**src/rtl/serial_pattern_tx.sv**
```systemverilog
// serial_pattern_tx
// -----------------
// Transmit side of the "01"-framed serial bit line. A parallel word is taken
// through a valid/ready handshake and sent on the single line A as:
//   sync 0, sync 1, WIDTH data bits MSB-first, GAP_BITS high guard bits.
// Every serial bit is held for BIT_CYCLES clock cycles. The line idles high,
// so a downstream 0->1 detector locks onto the sync pair.
//
// Ports
//   clk        in   rising-edge clock
//   rst        in   asynchronous, active-low reset
//   load_data  in   word to transmit, captured on accept
//   load_valid in   requester has a word
//   load_ready out  block can accept (decoded from the state register: IDLE)
//   A          out  registered serial line, idles 1
//   busy       out  registered, high for the whole frame
//   done       out  registered one-cycle pulse in the first IDLE cycle
module serial_pattern_tx #(
    parameter int WIDTH      = 8,
    parameter int BIT_CYCLES = 1,
    parameter int GAP_BITS   = 2
) (
    input  logic             clk,
    input  logic             rst,
    input  logic [WIDTH-1:0] load_data,
    input  logic             load_valid,
    output logic             load_ready,
    output logic             A,
    output logic             busy,
    output logic             done
);

    localparam int CW   = $clog2(BIT_CYCLES + 1);
    localparam int BMAX = (WIDTH > GAP_BITS) ? WIDTH : GAP_BITS;
    localparam int BW   = $clog2(BMAX + 1);

    localparam logic [CW-1:0] CYC_LAST  = CW'(BIT_CYCLES - 1);
    localparam logic [BW-1:0] DATA_LAST = BW'(WIDTH - 1);
    localparam logic [BW-1:0] GAP_LAST  = BW'(GAP_BITS - 1);

    typedef enum logic [2:0] {
        IDLE  = 3'd0,
        SYNC0 = 3'd1,
        SYNC1 = 3'd2,
        DATA  = 3'd3,
        GAP   = 3'd4
    } state_t;

    state_t           state_q, state_d;
    logic [CW-1:0]    cyc_q, cyc_d;
    logic [BW-1:0]    bit_q, bit_d;
    logic [WIDTH-1:0] shift_q, shift_d;
    logic             a_q, a_d;
    logic             busy_q, busy_d;
    logic             done_q, done_d;
    logic             bit_end;

    always_ff @(posedge clk or negedge rst) begin
        if (!rst) begin
            state_q <= IDLE;
            cyc_q   <= '0;
            bit_q   <= '0;
            shift_q <= '0;
            a_q     <= 1'b1;
            busy_q  <= 1'b0;
            done_q  <= 1'b0;
        end else begin
            state_q <= state_d;
            cyc_q   <= cyc_d;
            bit_q   <= bit_d;
            shift_q <= shift_d;
            a_q     <= a_d;
            busy_q  <= busy_d;
            done_q  <= done_d;
        end
    end

    always_comb begin
        state_d = state_q;
        cyc_d   = cyc_q;
        bit_d   = bit_q;
        shift_d = shift_q;
        done_d  = 1'b0;
        a_d     = 1'b1;
        busy_d  = 1'b0;

        // Last cycle of the current serial bit.
        bit_end = (cyc_q == CYC_LAST);

        if (state_q != IDLE) begin
            cyc_d = bit_end ? '0 : cyc_q + 1'b1;
        end

        case (state_q)
            IDLE: begin
                if (load_valid) begin
                    state_d = SYNC0;
                    shift_d = load_data;
                    cyc_d   = '0;
                end
            end
            SYNC0: begin
                if (bit_end) state_d = SYNC1;
            end
            SYNC1: begin
                if (bit_end) state_d = DATA;
            end
            DATA: begin
                if (bit_end) begin
                    shift_d = shift_q << 1;
                    if (bit_q == DATA_LAST) state_d = GAP;
                    else                    bit_d   = bit_q + 1'b1;
                end
            end
            GAP: begin
                if (bit_end) begin
                    if (bit_q == GAP_LAST) begin
                        state_d = IDLE;
                        done_d  = 1'b1;
                    end else begin
                        bit_d = bit_q + 1'b1;
                    end
                end
            end
            default: begin
                state_d = IDLE;
            end
        endcase

        // The bit counter restarts in every state.
        if (state_d != state_q) bit_d = '0;

        // A and busy are registered, so they are decoded from the state being
        // entered; this puts the first sync 0 on the line right after accept.
        case (state_d)
            SYNC0:   a_d = 1'b0;
            DATA:    a_d = shift_d[WIDTH-1];
            default: a_d = 1'b1;
        endcase
        busy_d = (state_d != IDLE);
    end

    assign load_ready = (state_q == IDLE);
    assign A          = a_q;
    assign busy       = busy_q;
    assign done       = done_q;

endmodule

```
**config.mk**
```make
export PLATFORM = sky130hd
export DESIGN_NAME = serial_pattern_tx
export DESIGN_NICKNAME = d
export VERILOG_FILES = /design/src/rtl/serial_pattern_tx.sv
export SDC_FILE = /design/constraint.sdc
export NUM_CORES = 1
export LEC_CHECK = 0
export CORE_ASPECT_RATIO = 0.7
export CORE_MARGIN = 1
export CORE_UTILIZATION = 55
export CTS_BUF_LIST = sky130_fd_sc_hd__clkbuf_8
export DETAILED_ROUTE_END_ITERATION = 16
export PLACE_DENSITY = 0.81
export SKIP_LAST_GASP = 1
export SYNTH_ARGS = -nofsm -noshare
export SYNTH_HDL_FRONTEND = slang
export SYNTH_SLANG_ARGS = --single-unit
export TNS_END_PERCENT = 20
```
**constraint.sdc**
```tcl
create_clock -name clk -period 2 [get_ports clk]
set_input_delay 0.3 -clock clk [delete_from_list [all_inputs] [get_ports clk]]
set_output_delay 0.3 -clock clk [all_outputs]
set_load 0.01 [all_outputs]
```
## After elaboration in Yosys (flattened, before gate mapping)

Index checks and enable logic that the tools add are counted.

- Output and inout bits: 4
- Flip-flop bits (word level): 19
- Logic and storage cells: 57

- Reduce and logical (&&, ||, !) cells: 7
- $add $sub $neg: 2
- Equality and inequality tests: 15
- Muxes and demuxes: 25

Operators with widths:

| kind | count |
|---|---|
| $mux W3 | 7 |
| $mux W4 | 5 |
| $mux W8 | 2 |
| $pmux W8 S2 | 1 |
| $pmux W3 S5 | 1 |
| $ne A3 B3 Y1 const B | 4 |
| $eq A3 B2 Y1 const B | 3 |
| $reduce_bool A3 Y1 | 3 |
| $pmux W4 S2 | 1 |
| $mux W1 | 7 |
| $eq A3 B1 Y1 const B | 2 |
| $reduce_and A5 Y1 | 1 |
| $add A4 B1 Y4 const B | 1 |
| $eq A4 B1 Y1 const B | 1 |
| $eq A4 B3 Y1 const B | 1 |
| $ne A2 B2 Y1 const B | 2 |
| $eq A3 B3 Y1 const B | 1 |
| $logic_not A3 Y1 | 1 |
| $ne A3 B3 Y1 | 1 |
| $reduce_and A3 Y1 | 1 |
| $pmux W1 S2 | 1 |
| $reduce_bool A2 Y1 | 1 |
| $add A1 B1 Y1 const B | 1 |

## Longest topological paths before layout

Gate-level depths: netlist of the first run.

- Depth after elaboration: 7
- Mapped depth: 6

## Least setup slack after synthesis of the first run

Ideal clock, no wire load.

- Path type: register to register
- From: reg bit_q[0]
- To: reg bit_q[0]
- Cell stages (with the launch flop): 6
- Slack: 379 ps
- Arrival: 1,500 ps
- Library setup time: 121 ps
- Data required time: 1,879 ps
- Clock period less this slack: 1,621 ps
- Cells stage by stage: dfrtp_1 -> ha_1 -> and3b_1 -> o32ai_4 -> a21boi_0 -> o22a_1

- Word-level cells in the longest chain between the ends: 7
- Elaborated cells between the ends (all ways): 21
- Those cells by class: add/sub: 1; eq/ne: 7; mux: 11; reduce/logical: 2

RTL lines:

| item | RTL line | source |
|---|---|---|
| start, declared | 51 | `logic [BW-1:0] bit_q, bit_d;` |
| start signal, assigned | 70 | `bit_q <= bit_d;` |
| $eq A4 B1 Y1 or $eq A4 B3 Y1 (tied branches) | 117, 111 |  |
| $mux W3 (on tied branches) | 117, 111 |  |
| $mux W3 (on tied branches) | 116, 109 |  |
| $pmux W3 S5 | 94 | `case (state_q)` |
| $ne A3 B3 Y1 | 131 | `if (state_d != state_q) bit_d = '0;` |
| $ne A3 B3 Y1 (no line) or $reduce_bool A3 Y1 (tied branches) | - |  |
| $reduce_and A5 Y1 (no line) | - |  |

Parallel ways exist; a longest one is shown, timed or not. The select of a mux whose other input is x is not followed.
A chain may end at the register's enable or synchronous reset.

## Final worst setup path of the first run

- From: reg state_q[0]
- To: out load_ready

- Word-level cells in the longest chain between the ends: 1

RTL lines:

| item | RTL line | source |
|---|---|---|
| start, declared | 49 | `state_t state_q, state_d;` |
| start signal, assigned | 68 | `state_q <= state_d;` |
| $logic_not A3 Y1 | 143 | `assign load_ready = (state_q == IDLE);` |
| end, declared | 27 | `output logic load_ready,` |

No other way between the ends.

==> results of run 1 <==
[flip-flops by register name (all words and copies together) (netlist names)]
signal   count
busy         1
A            1
done         1
state_q      3
shift_q      8
bit_q        4
cyc_q        1
[routing by layer]
metal	part of all wire, %	vias to the layer above
li1	-	375
met1	51	389
met2	45	20
met3	4.0	2
met4	0.64	0
met5	0	-
[per-stage QoR]
step	power, W	setup slack, ns	std cells	hold WS, ns
floorplan	0.000983	0.379	94	0.00441
finish	0.00135	0.0614	131	0.340
global placement	0.00107	0.230	127	0.457
global route	0.00142	0.0191	131	0.374
detailed placement	0.00109	0.199	127	0.471
CTS	0.00135	0.0646	131	0.351
[Yosys cell counts]
| cell type | n |
|---|---|
| dfstp_2 | 1 |
| a21oi_1 | 4 |
| nor4b_1 | 1 |
| buf_2 | 1 |
| and3b_1 | 1 |
| a22oi_1 | 7 |
| or3b_4 | 1 |
| a22o_1 | 1 |
| or3_1 | 1 |
| buf_6 | 3 |
| dfrtp_1 | 18 |
| a21boi_1 | 1 |
| nand2_1 | 14 |
| nor3b_2 | 1 |
| and3_1 | 2 |
| and4b_2 | 1 |
| a311oi_1 | 1 |
| o21bai_1 | 2 |
| nor2b_1 | 3 |
| o31ai_2 | 1 |
| nor2_1 | 2 |
| o21ai_1 | 1 |
| o32ai_1 | 1 |
| nor3b_1 | 3 |
| nor4b_4 | 1 |
| o22a_1 | 1 |
| and4bb_2 | 1 |
| ha_1 | 2 |
| inv_1 | 3 |
| nand4bb_1 | 1 |
| nand3_1 | 3 |
| or2_2 | 2 |
| nor3_1 | 3 |
| o32ai_4 | 1 |
| a21boi_0 | 1 |
| mux2i_1 | 2 |
| nor2_2 | 1 |
[cell usage in the layout, fill, tap and decap left out, types with 2 or more instances in the layout]
cell type / Yosys / layout
a21oi_1: 4 / 4
a22oi_1: 7 / 7
and3_1: 2 / 2
buf_4: 0 / 2
clkbuf_8: 0 / 3
clkdlybuf4s50_1: 0 / 14
dfrtp_1: 18 / 18
ha_1: 2 / 2
inv_1: 3 / 4
mux2i_1: 2 / 2
nand2_1: 14 / 14
nand3_1: 3 / 3
nor2_1: 2 / 2
nor2b_1: 3 / 3
nor3_1: 3 / 2
nor3b_1: 3 / 3
o21bai_1: 2 / 2
or2_2: 2 / 2
[kinds of logic after synthesis]
kind of cell,count (synthesis),synth area share (%)
AO/OA/AOI/OAI,22,17.8
adder cells (fa/ha/maj),2,2.44
buffers and inverters,7,4.89
flip-flops,19,46.6
multiplexers,2,1.96
AND/OR/NAND/NOR,42,26.3
[worst max-delay path, cell delays in order (launching register included)]
cell	delay (ns)
dfrtp_1	0.50
nor3_2	0.31
clkdlybuf4s50_1	0.58
[worst max-delay path by stage]
stage | end | cells past startpoint
after floorplan | bit_q[0] | 5
after global placement | bit_q[0] | 5
after detailed placement | bit_q[1] | 5
after CTS | load_ready | 2
after global routing | load_ready | 2
final | load_ready | 2
[power by group through the flow]
stage / combinational (W) / sequential, W / clock, W
after floorplan: 0.000459 / 0.000524 / 0
after global placement: 0.000509 / 0.000565 / 0
after detailed placement: 0.000515 / 0.000572 / 0
after CTS: 0.000524 / 0.000566 / 0.000261
after global routing: 0.000571 / 0.000581 / 0.000273
final: 0.000525 / 0.000568 / 0.000258
[cell type report]
cell class	instances	area, µm²	share of cell area, %
Clock buffer	3	41.3	3.40
Clock inverter	1	3.75	0.309
Inverter	3	11.3	0.926
Multi-Input combinational cell	68	502	41.3
Sequential cell	19	477	39.2
Tap cell	21	26.3	2.16
Timing Repair Buffer	16	155	12.8
==> flow_metrics.env, run 1 <==
export IMPL_core_area_um2=1670
export IMPL_grt_total_usage_pct=23.1
export IMPL_grt_ovfl_total=0
export IMPL_diodes=0
export IMPL_fin_crit_ns=1.94
export IMPL_cts_resized=1
export IMPL_required_ns=1.70
export IMPL_cts_max_level=1
export IMPL_finalHoldViolCount=0
export IMPL_synth_seq_cells=19
export IMPL_yosys_area_top_type_share_pct=44.0
export IMPL_power_frac_clock_pct=19.1
export IMPL_die_y_um=38.1
export IMPL_grt_max_degree=12
export IMPL_post_dp_hpwl_mm=1.51
export IMPL_synth_fp_nets=107
export IMPL_fmax_mhz=516
export IMPL_gp_congestion=0.872
export IMPL_path_clk_slew_ns=0.07
export IMPL_cts_buffers_inserted=3
export IMPL_grt_pass1_wl_mm=3.29
export IMPL_clk_latency_ns=0.25
export IMPL_cts_sinks=19
export IMPL_pwr_share_seq_pct=42.0
export IMPL_postCtsSetupBuffers=0
export IMPL_p_sw_share_pct=36.4
export IMPL_wire_per_inst_um=15.5
export IMPL_post_drt_via_cell_ratio=6.00
export IMPL_die_area_um2=2040
export IMPL_core_rowCount=12
export IMPL_grt_pass1_vias=743
export IMPL_worstPathMaxFanout=10
export IMPL_die_x_um=53.6
export IMPL_design_area_um2=1220
export IMPL_ys_top_cells_by_area="dfrtp_1 44%, a22oi_1 5.1%, nand2_1 5.1%"
export IMPL_syn_area_per_cell_um2=10.9
export IMPL_slew_headroom_pct=71.7
export IMPL_maxSlewViolCount=0
export IMPL_r2r_start="bit_q[0]"
export IMPL_status="completed"
export IMPL_powerDensity_nw_per_um2=1110
export IMPL_synthToLayoutAreaGrowth_pct=18.8
export IMPL_grtUsageMet3_pct=5.95
export IMPL_fin_nets=124
export IMPL_port_buffers=14
export IMPL_power_frac_comb_pct=38.9
export IMPL_final_layout_size_suffix_gt1_share_pct=15.5
export IMPL_p_leak_nw=0.545
export IMPL_route_detailed_drc=0
export IMPL_start_kind="flop"
export IMPL_worst_pin_slew_ns=0.418
export IMPL_clockBufferDepth=2
export IMPL_fin_skew_ns=0.00730
export IMPL_p_int_w=0.000860
export IMPL_synthCells=94
export IMPL_cp_end_kind="primary output"
export IMPL_crit_type="reg -> out"
export IMPL_setup_viol=0
export IMPL_drtIter0Drc=29
export IMPL_finalCritPeriodShare_pct=96.9
export IMPL_rrSetupSlack_ns=0.19
export IMPL_critPathLaunch="state_q[0]"
export IMPL_cts_tree="built"
export IMPL_start_util_pct=61.4
export IMPL_met1_usage_pct=32.0
export IMPL_num_fill_cells=123
export IMPL_via_count=786
export IMPL_fin_tns_setup_ns=0
export IMPL_regToRegEndpoint="bit_q[1]"
export IMPL_drv_cap=0
export IMPL_cp_arrival_ns=1.64
export IMPL_synth_seq_area_share_pct=46.6
export IMPL_synth_top_area_cell="dfrtp_1"
export IMPL_use_met2_pct=36.6
export IMPL_io_pins=15
export IMPL_yosysWarningCount=0
export IMPL_netlist_area_um2=1020
export IMPL_placed_area_um2=1170
export IMPL_yosysUniqueCellTypes=37
export IMPL_power_switching_w=0.000491
export IMPL_min_path_type="in -> async"
export IMPL_ant_nets=0
export IMPL_root_buffer="clkbuf_8"
export IMPL_r2r_cells=5
export IMPL_vdd_drop_max_mv=0.776
export IMPL_first_pass_iters=4
export IMPL_drt_total_wl_mm=2.03
export IMPL_antenna_found_initial=0
export IMPL_final_util_pct=73.0
export IMPL_rsz0062_at_grt="no"
export IMPL_grt_busiest_layer="met2"
export IMPL_cts_hold_repair_buffers=0
Power figures use the tool's default switching activity.
==> inputs of run 2 (changes only) <==
Settings changed: CORE_UTILIZATION 55 to 52, CTS_BUF_LIST sky130_fd_sc_hd__clkbuf_8 to not set, PLACE_DENSITY 0.81 to 0.77.
==> flow_metrics.env, run 2 (same netlist as run 1, synthesis figures left out) <==
export IMPL_status="completed"
export IMPL_endpoint="load_ready"
export IMPL_grt_pass1_wl_mm=3.25
export IMPL_diodes=0
export IMPL_worst_pin_slew_ns=0.434
export IMPL_cts_hold_repair_buffers=0
export IMPL_p_leak_nw=0.534
export IMPL_slew_headroom_pct=71.0
export IMPL_design_area_um2=1210
export IMPL_cts_max_level=1
export IMPL_root_buffer="clkbuf_4"
export IMPL_fin_skew_ns=0.00973
export IMPL_setup_viol=0
export IMPL_first_pass_iters=4
export IMPL_grt_total_usage_pct=23.6
export IMPL_start_util_pct=55.2
export IMPL_grt_pass1_vias=659
export IMPL_cts_buffers_inserted=3
export IMPL_critPathLaunch="state_q[1]"
export IMPL_ant_nets=0
export IMPL_post_drt_via_cell_ratio=5.83
export IMPL_dp_cells=128
export IMPL_finalHoldViolCount=0
export IMPL_path_cells="nor3_2 -> clkdlybuf4s50_1"
export IMPL_io_pins=15
export IMPL_cp_arrival_ns=1.60
export IMPL_cts_sinks=19
export IMPL_drv_cap=0
export IMPL_cts_tree="built"
export IMPL_grt_ovfl_total=0
export IMPL_fmax_mhz=525
export IMPL_clk_latency_ns=0.31
export IMPL_die_x_um=55.0
export IMPL_final_common_cell="dfrtp_1"
export IMPL_critical_path_slowest_cell="clkdlybuf4s50_1"
export IMPL_via_count=776
export IMPL_required_ns=1.70
export IMPL_die_y_um=39.1
export IMPL_cp_end_kind="primary output"
export IMPL_fin_crit_ns=1.90
export IMPL_largest_reg_flops=8
export IMPL_clockBufferDepth=2
export IMPL_wire_per_inst_um=15.7
export IMPL_core_rowCount=13
export IMPL_powerDensity_nw_per_um2=1080
export IMPL_top_regs="shift_q: 8 flops, bit_q: 4 flops, state_q: 3 flops"
export IMPL_core_area_um2=1850
export IMPL_regToRegEndpoint="bit_q[1]"
export IMPL_vdd_drop_max_mv=0.688
export IMPL_rsz0062_at_grt="no"
export IMPL_layout_common_cells="15 x dfrtp_1, 14 x nand2_1, 14 x clkdlybuf4s50_1"
export IMPL_path_clk_slew_ns=0.11
export IMPL_r2r_cells=5
export IMPL_die_area_um2=2150
export IMPL_gp_congestion=0.807
export IMPL_finalCritPeriodShare_pct=95.2
export IMPL_drt_total_wl_mm=2.09
export IMPL_rrSetupSlack_ns=0.19
export IMPL_crit_type="reg -> out"
export IMPL_fin_nets=125
export IMPL_setup_slack_ns=0.0968
export IMPL_start_kind="flop"
export IMPL_grt_max_degree=11
export IMPL_r2r_start="bit_q[0]"
export IMPL_port_buffers=14
export IMPL_post_place_ws_ns=0.205
export IMPL_final_cells=133
export IMPL_worstPathMaxFanout=10
export IMPL_critical_path_max_stage_delay_ns=0.57
export IMPL_maxSlewViolCount=0
export IMPL_route_detailed_drc=0
export IMPL_final_layout_size_suffix_gt1_share_pct=18.9
export IMPL_drtIter0Drc=20
export IMPL_min_path_type="in -> async"
export IMPL_fin_tns_setup_ns=0
export IMPL_antenna_found_initial=0
export IMPL_synthToLayoutAreaGrowth_pct=18.2
export IMPL_post_dp_hpwl_mm=1.54
export IMPL_top_register="shift_q"
export IMPL_placed_area_um2=1170
## run 2: cell count changes in the layout (fill, tap and decap cells not counted), sizes merged
cell	before	now
inv	4	3
clkbuf	3	4
buf	2	3
## run 2: what timing repair did
action / 4_1_cts / 5_1_grt
setup buffers: 0 / 1
endpoints found under the setup margin: 1 / 1
resized for setup: 1 / 3
pin swaps: 0 / 0
## run 2: per-stage QoR
step | power (W) | hold WS [ns] | utilization, %
after floorplan | 0.000983 | 0.00441 | -
after detailed placement | 0.00109 | 0.464 | 63.0
after global routing | 0.00139 | 0.309 | 65.2
after CTS | 0.00129 | 0.295 | 64.6
after global placement | 0.00107 | 0.458 | 63.0
final | 0.00130 | 0.277 | 65.2
## run 2: worst min path at each step
stage / end / slack, ns / cells after the start
after floorplan: bit_q[0] / 0.004 / 0
after global placement: shift_q[4] / 0.46 / 2
after detailed placement: shift_q[5] / 0.46 / 2
after CTS: shift_q[4] / 0.30 / 1
after global routing: shift_q[4] / 0.31 / 1
final: shift_q[4] / 0.28 / 1
## run 2: layer usage
metal	global-route usage, %	part of all wire, %
met5	0	0
met4	11.3	2.1
met3	9.41	3.5
met2	32.8	43
met1	31.2	51
## run 2: critical path: cells and delay by family, from the launching register on
family        cells  cell delay, ns
buf+inv           1            0.57
flops             1            0.50
simple gates      1            0.23
## run 2: final cells by class
cell class | count | area [µm²]
Clock buffer | 4 | 26.3
Fill cell | 159 | 644
Inverter | 3 | 11.3
Multi-Input combinational cell | 68 | 502
Sequential cell | 19 | 480
Tap cell | 22 | 27.5
Timing Repair Buffer | 17 | 163
## run 2: power by group
part,switching [W],internal [W]
Sequential,0.0000864,0.000470
Combinational,0.000281,0.000266
Clock,0.000122,0.0000780
Total,0.000490,0.000814
==> edit (config.mk and constraints of run 1) <==
Set the parameter `GAP_BITS` to 1 (it was 2).
--- a/src/rtl/serial_pattern_tx.sv
+++ b/src/rtl/serial_pattern_tx.sv
@@ -20,3 +20,3 @@
     parameter int BIT_CYCLES = 1,
-    parameter int GAP_BITS   = 2
+    parameter int GAP_BITS   = 1
 ) (
Behaviour: no difference found for any inputs over 10 cycles, from zero or initial values and one cycle with rst low; that may be too few to reach the edited logic, so the function may still have changed.
==> edit against run 1 <==
  * Synthesized area fell by 4.6%
  * Count of clock-buffer cells in the layout did not move
  * Synthesized cell count fell by 6.4%
  * Sequential share of layout area rose by 0.70 points
  * Cell area fell by 1.7%
  * Wire length fell by 0.94%
  * Final cell count fell by 2.3%
  * Fmax rose by 2.0%
  * First-iteration DRC count rose by 90%
  * Total power fell by 1.6%
  * Non-clock buffer count rose by 3
  * Register-to-register slack got worse by 0.09 ns
  * Sequential cell count did not move
  * Setup slack improved by 0.039 ns
  * Critical path type is now reg2reg
==> edit: results (changes against run 1) <==
reg2reg_depth: 6  # was 5
fill_cells: 108  # was 123
final_nets: 121  # was 124
multi_input_area_share_pct: 34.7  # was 41.3%
worst_path_max_delay_cell: "or3b_2"  # was clkdlybuf4s50_1
swShare_pct: 35.5  # was 36.4%
ys_seq_area_share_pct: 48.8  # was 46.6%
yosysUniqueCellTypes: 36  # was 37
yosys-top-cells-count: "18 x dfrtp_1, 14 x inv_1, 7 x a222oi_1"  # was 18 x dfrtp_1, 14 x nand2_1, 7 x a22oi_1
met2WireLength_um: 953  # was 907 um
seq_share_pct: 39.9  # was 39.2%
finalHoldWorstSlack_ns: 0.396  # was 0.340 ns
r2r_slack_ns: 0.1  # was 0.19 ns
drt-met1-wl_um: 871  # was 1030 um
slowest_delay_ns: 0.47  # was 0.58 ns
met3WireLength_um: 139  # was 81 um
areaGrowthSynthToFinish_pct: 22.4  # was 18.8%
syn_area_per_cell_um2: 11.1  # was 10.9 um^2
syn_area_um2: 976  # was 1020 um^2
cp_top_family: "simple AND/OR/NAND/NOR gates"  # was buffers and inverters
vias_per_cell: 5.98  # was 6.00
gr-usage-met2_pct: 36.1  # was 36.6%
synth_fa_ha_area_share_pct: 2.56  # was 2.44%
buffers_excl_clock: 19  # was 16
drt-initial-drc-count: 55  # was 29
status: "completed"  # unchanged
place.detailed.hpwl_um: 1460  # was 1510 um
synth_xor_area_share_pct: 0.897  # was 0%
dpl-instance-area_um2: 1150  # was 1170 um^2
worstReg2RegEnd: "busy"  # was bit_q[1]
routabilityCongestion: 0.859  # was 0.872
synth-compound-area-share_pct: 20.9  # was 17.8%
p_leak_uw: 0.000591  # was 0.000545 uW
inv_count: 14  # was 3
bufAreaShareNonClock_pct: 15.1  # was 12.8%
grt_pass1_vias: 706  # was 743
arrival_ns: 2.03  # was 1.64 ns
-- edit: cell types whose count changed after synthesis, moves of 2 or more --
cell / change
and3_1: -2
or2_2: -2
a22oi_1: -7
nand2_1: -12
a222oi_1: +7
o21bai_1: -2
o21ai_0: +4
nor2b_1: -2
inv_1: +11
-- edit: how the worst max path moves through the flow --
stage / cells past startpoint / from / end / slack [ns]
6_report: 6 / bit_q[0] / busy / 0.1
5_1_grt: 6 / bit_q[0] / busy / 0.004
4_1_cts: 3 / state_q[0] / load_ready / 0.02
3_5_place_dp: 6 / bit_q[0] / busy / 0.10
3_3_place_gp: 6 / bit_q[0] / busy / 0.15
2_1_floorplan: 6 / bit_q[0] / busy / 0.18
-- edit: power groups by stage --
stage               logic (uW)  clock network [uW]  registers (uW)
finish                     558                 249             523
global route               611                 275             533
CTS                        559                 260             521
detailed placement         549                   0             527
global placement           531                   0             521
floorplan                  449                   0             509
